<file path="src/rtl/mux3_rr_arbiter.sv">
// Round-robin owner of the mux_3to1 select: one requester at a time, grant one cycle after request.
// A beat is out_valid && out_ready; a stall freezes grant, sel and the burst count.
module mux3_rr_arbiter #(
    parameter int MAX_BEATS = 4,
    parameter int CNT_W     = 3
) (
    input  logic       clk,
    input  logic       rst_n,
    input  logic [2:0] req,
    input  logic [2:0] last,
    input  logic       out_ready,
    output logic [1:0] sel,
    output logic [2:0] grant,
    output logic       out_valid,
    output logic       busy
);

    typedef enum logic {
        IDLE  = 1'b0,
        GRANT = 1'b1
    } state_t;

    state_t           state;
    logic [1:0]       rr_ptr;
    logic [CNT_W-1:0] count;

    logic [1:0] owner;
    logic [1:0] arb_ptr;
    logic [1:0] winner;
    logic       req_any;
    logic       owner_req;
    logic       owner_last;
    logic       beat;
    logic       cap_hit;
    logic       rel;

    function automatic logic [1:0] inc3(input logic [1:0] p);
        return (p == 2'd2) ? 2'd0 : p + 2'd1;
    endfunction

    function automatic logic [2:0] onehot(input logic [1:0] idx);
        logic [2:0] oh;
        case (idx)
            2'd0:    oh = 3'b001;
            2'd1:    oh = 3'b010;
            default: oh = 3'b100;
        endcase
        return oh;
    endfunction

    // Priority order p, p+1, p+2 (mod 3); only meaningful when req != 0.
    function automatic logic [1:0] pick(input logic [2:0] r, input logic [1:0] p);
        logic [1:0] c0;
        logic [1:0] c1;
        logic [1:0] c2;
        c0 = p;
        c1 = inc3(c0);
        c2 = inc3(c1);
        if (r[c0])
            return c0;
        else if (r[c1])
            return c1;
        else
            return c2;
    endfunction

    // sel always tracks grant, so it doubles as the owner index.
    assign owner      = sel;
    assign req_any    = |req;
    assign owner_req  = req[owner];
    assign owner_last = last[owner];
    assign out_valid  = |(grant & req);
    assign busy       = (state == GRANT);
    assign beat       = out_valid & out_ready;
    assign cap_hit    = (count == CNT_W'(MAX_BEATS - 1));
    assign rel        = (state == GRANT) && (!owner_req || (beat && (owner_last || cap_hit)));

    // On release the pointer has already moved past the owner for this cycle's pick.
    assign arb_ptr = (state == GRANT) ? inc3(owner) : rr_ptr;
    assign winner  = pick(req, arb_ptr);

    always_ff @(posedge clk or negedge rst_n) begin
        if (!rst_n) begin
            state  <= IDLE;
            grant  <= 3'b000;
            sel    <= 2'b00;
            count  <= '0;
            rr_ptr <= 2'd0;
        end else begin
            case (state)
                IDLE: begin
                    if (req_any) begin
                        state <= GRANT;
                        grant <= onehot(winner);
                        sel   <= winner;
                        count <= '0;
                    end
                end
                GRANT: begin
                    if (rel) begin
                        rr_ptr <= inc3(owner);
                        count  <= '0;
                        if (req_any) begin
                            grant <= onehot(winner);
                            sel   <= winner;
                        end else begin
                            state <= IDLE;
                            grant <= 3'b000;
                        end
                    end else if (beat) begin
                        count <= count + CNT_W'(1);
                    end
                end
                default: begin
                    state <= IDLE;
                    grant <= 3'b000;
                end
            endcase
        end
    end

endmodule

</file>
<file path="config.mk">
export PLATFORM = sky130hd
export DESIGN_NAME = mux3_rr_arbiter
export DESIGN_NICKNAME = d
export VERILOG_FILES = /design/src/rtl/mux3_rr_arbiter.sv
export SDC_FILE = /design/constraint.sdc
export NUM_CORES = 1
export LEC_CHECK = 0
export CAP_MARGIN = 10
export CORE_AREA = 2 2 39 41
export CTS_CLUSTER_SIZE = 28
export DETAILED_ROUTE_END_ITERATION = 7
export DIE_AREA = 0 0 41 43
export DONT_BUFFER_PORTS = 1
export GPL_TIMING_DRIVEN = 0
export PLACE_DENSITY = 0.7
export SYNTH_ARGS = -nofsm -noshare
export SYNTH_HDL_FRONTEND = slang
export SYNTH_SLANG_ARGS = --single-unit
</file>
<file path="constraint.sdc">
create_clock -name clk -period 1.7 [get_ports clk]
set_input_delay 0.34 -clock clk [delete_from_list [all_inputs] [get_ports clk]]
set_output_delay 0.34 -clock clk [all_outputs]
set_load 0.02 [all_outputs]
</file>
==> flow_summary.ini <==
[sta]
clock.fmax_mhz = 521
tightestPinTransition_ns = 0.498
slew_headroom_pct = 66.7
grt_setup_unrepaired = yes
fin_skew_ns = 0.00492
finalWorstSetupSlack_ns = -0.219
fin_crit_ns = 1.92
timing.hold.ws_ns = 0.237
finalSetupViolations = 11
tns_ns = -1.40
finalMaxSlewViolations = 0
hold_viol = 0
fin_crit_sh_pct = 113

[route]
wire_per_inst_um = 15.2
drtIter0Drc = 9
dr_total_vias = 467
firstDrtPassIters = 4
routed_wl_um = 1220
ant_nets = 0
drc = 0
vias_per_cell = 5.84

[yosys]
ys_seq_area_share_pct = 42.4
synth_edf_count = 0
yosysWarningCount = 0
synth_mux_area_share_pct = 14.8
synthSimpleGateAreaFrac_pct = 15.6
synthAdderAreaFrac_pct = 3.85
yosysMostFrequentCell = dfrtp_1
synth_top_area_share_pct = 42.4
syn_area_per_cell_um2 = 11.2
synthXorXnorAreaFrac_pct = 0
syn_inst = 58
ys_types = 30
synth_top_family_by_area = compound AO/OA/AOI/OAI gates
yosysTopAreaCell = dfrtp_1
synthTopCellsByCount = dfrtp_1 (11), a22o_1 (4), inv_1 (4), mux2_2 (4), nor2b_1 (3)
synth_compound_area_share_pct = 21.0
syn_area_um2 = 649
synthFlopType = dfrtp_1
netlist_top_cells_area = dfrtp_1 (42%), mux2_2 (6.9%), a22o_1 (5.4%)
synthesis.nets = 69
ys_seq_elements = 11
async_flop_share_pct = 100

[setup_path]
cp.required_ns = 1.85
critPathKind = flip-flop to flip-flop
start_kind = flip-flop
endpoint_kind = flip-flop
crit_fanout = 8
critical_path_arrival_ns = 2.06
ff2ff_path_depth = 5

[power_and_ir_drop]
swShare_pct = 39.2
p_sw_uw = 495
clockPowerShare_pct = 13.7
intPower_uw = 767
combPwrFrac_pct = 45.3
power_density_nw_per_um2 = 1710
total_power_mw = 1.26
seqPwrFrac_pct = 41.0
power_leakage_nw = 0.338
ir_drop_mv = 0.739

[clock_tree]
cts_sinks = 11
cts_tree = built
clk_pin_slew_ns = 0.07
numCtsBuffers = 3
htree_num_levels = 1
cts-root-buf = clkbuf_4
clk_path_buf_depth = 2
clk_latency_ns = 0.26

[floorplan]
die_w_um = 41
die_y_um = 43
core_area_um2 = 1380
ios = 16
initial_utilization_pct = 46.9
core.rowCount = 14
dieArea_um2 = 1760

[run_status]
violations = negative setup slack
status = finished, violations left

[cells_and_area]
drive_gt1_share_pct = 35.9
fin_util_pct = 53.4
final_nets = 76
fillers = 133
antenna_cells = 0
area_growth_pct = 13.9

[global_routing]
grt_pass1_wl_um = 1900
grt_max_degree = 12
grt_pass1_vias = 488
grt_usage_pct = 17.0
antenna_found_initial = 0
grt_overflow = 0

[placement]
port_buffers = 0
place_congestion = 0.674
dp_hpwl_um = 948
pre_cts_ws_ns = -0.204

[worst_hold_path]
holdPathStages = 1
hold_path_class = input port to flip-flop

[job]
cap_viol_max_count = 0
repair_timing:
| item | in CTS | in global routing |
|---|---|---|
| hold buffers | 1 | 0 |
| endpoints found under the hold margin | 11 | 0 |
| buffers inserted | 1 | 0 |
| pin swaps | 1 | 1 |
| setup endpoints to repair | 11 | 11 |
| resized for setup | 5 | 1 |
power groups by stage:
stage	Combinational (mW)	Clock, mW	Sequential (mW)
finish	0.571	0.173	0.517
global route	0.622	0.197	0.529
CTS	0.573	0.182	0.521
detailed placement	0.512	0	0.522
global placement	0.510	0	0.521
floorplan	0.457	0	0.487
placed cells by master, fill, tap and decap left out, types with 2 or more instances in the layout:
cell      count
dfrtp_2       3
a21oi_1       2
nor2b_1       3
inv_1         3
ha_1          2
dfrtp_1       8
nor3b_1       2
mux2_2        4
mux2_4        3
clkbuf_4      3
a22o_1        4
nor2_1        2
layer usage:
| metal | GRT usage (%) | part of all wire (%) | vias to the layer above |
|---|---|---|---|
| met1 | 19.7 | 44 | 221 |
| met3 | 5.76 | 6.4 | 2 |
| met4 | 10.0 | 0.74 | 0 |
| met5 | 0 | 0 | - |
| li1 | - | - | 233 |
| met2 | 25.6 | 49 | 11 |
critical path, cell delays in order, from the launching register on:
cell	delay, ns
dfrtp_2	0.51
mux2_4	0.32
a221o_1	0.31
and2_4	0.16
a21o_4	0.20
mux2_4	0.30
final cells by class:
cell class                      count  area, µm²  area share, %
Tap cell                           16       20.0           2.71
Inverter                            4       17.5           2.37
Sequential cell                    11        279           37.7
Multi-Input combinational cell     43        379           51.3
Timing Repair Buffer                2       17.5           2.37
Clock buffer                        4       26.3           3.55
worst paths after layout:
| check | startpoint | end | slack (ns) |
|---|---|---|---|
| setup / recovery | sel[1]$_DFFE_PN0P_ | sel[1]$_DFFE_PN0P_ | -0.22 |
| hold reg to reg | count[2]$_DFFE_PN0P_ | count[2]$_DFFE_PN0P_ | 0.51 |
| hold / removal | req[2] | busy$_DFF_PN0_ | 0.24 |
| setup reg to reg | sel[1]$_DFFE_PN0P_ | sel[1]$_DFFE_PN0P_ | -0.22 |
| min in group asynchronous | rst_n | count[2]$_DFFE_PN0P_ | 0.47 |
| max in group asynchronous | rst_n | grant[0]$_DFFE_PN0P_ | 0.86 |
kinds of logic after synthesis:
kind of cell | Yosys count
multiplexers | 8
AO/OA/AOI/OAI | 17
flip-flops | 11
adder cells (fa/ha/maj) | 2
AND/OR/NAND/NOR | 16
buffers and inverters | 4
sequential cells by signal, indices dropped and copies added (netlist names):
| register | cells |
|---|---|
| rr_ptr | 2 |
| count | 3 |
| busy | 1 |
| grant | 3 |
| sel | 2 |
metrics by stage:
step,std cells,area (µm²)
floorplan,58,659
global placement,74,679
detailed placement,74,679
CTS,80,739
global route,80,739
finish,80,739
Note: power is estimated with default switching activity, not from simulation.
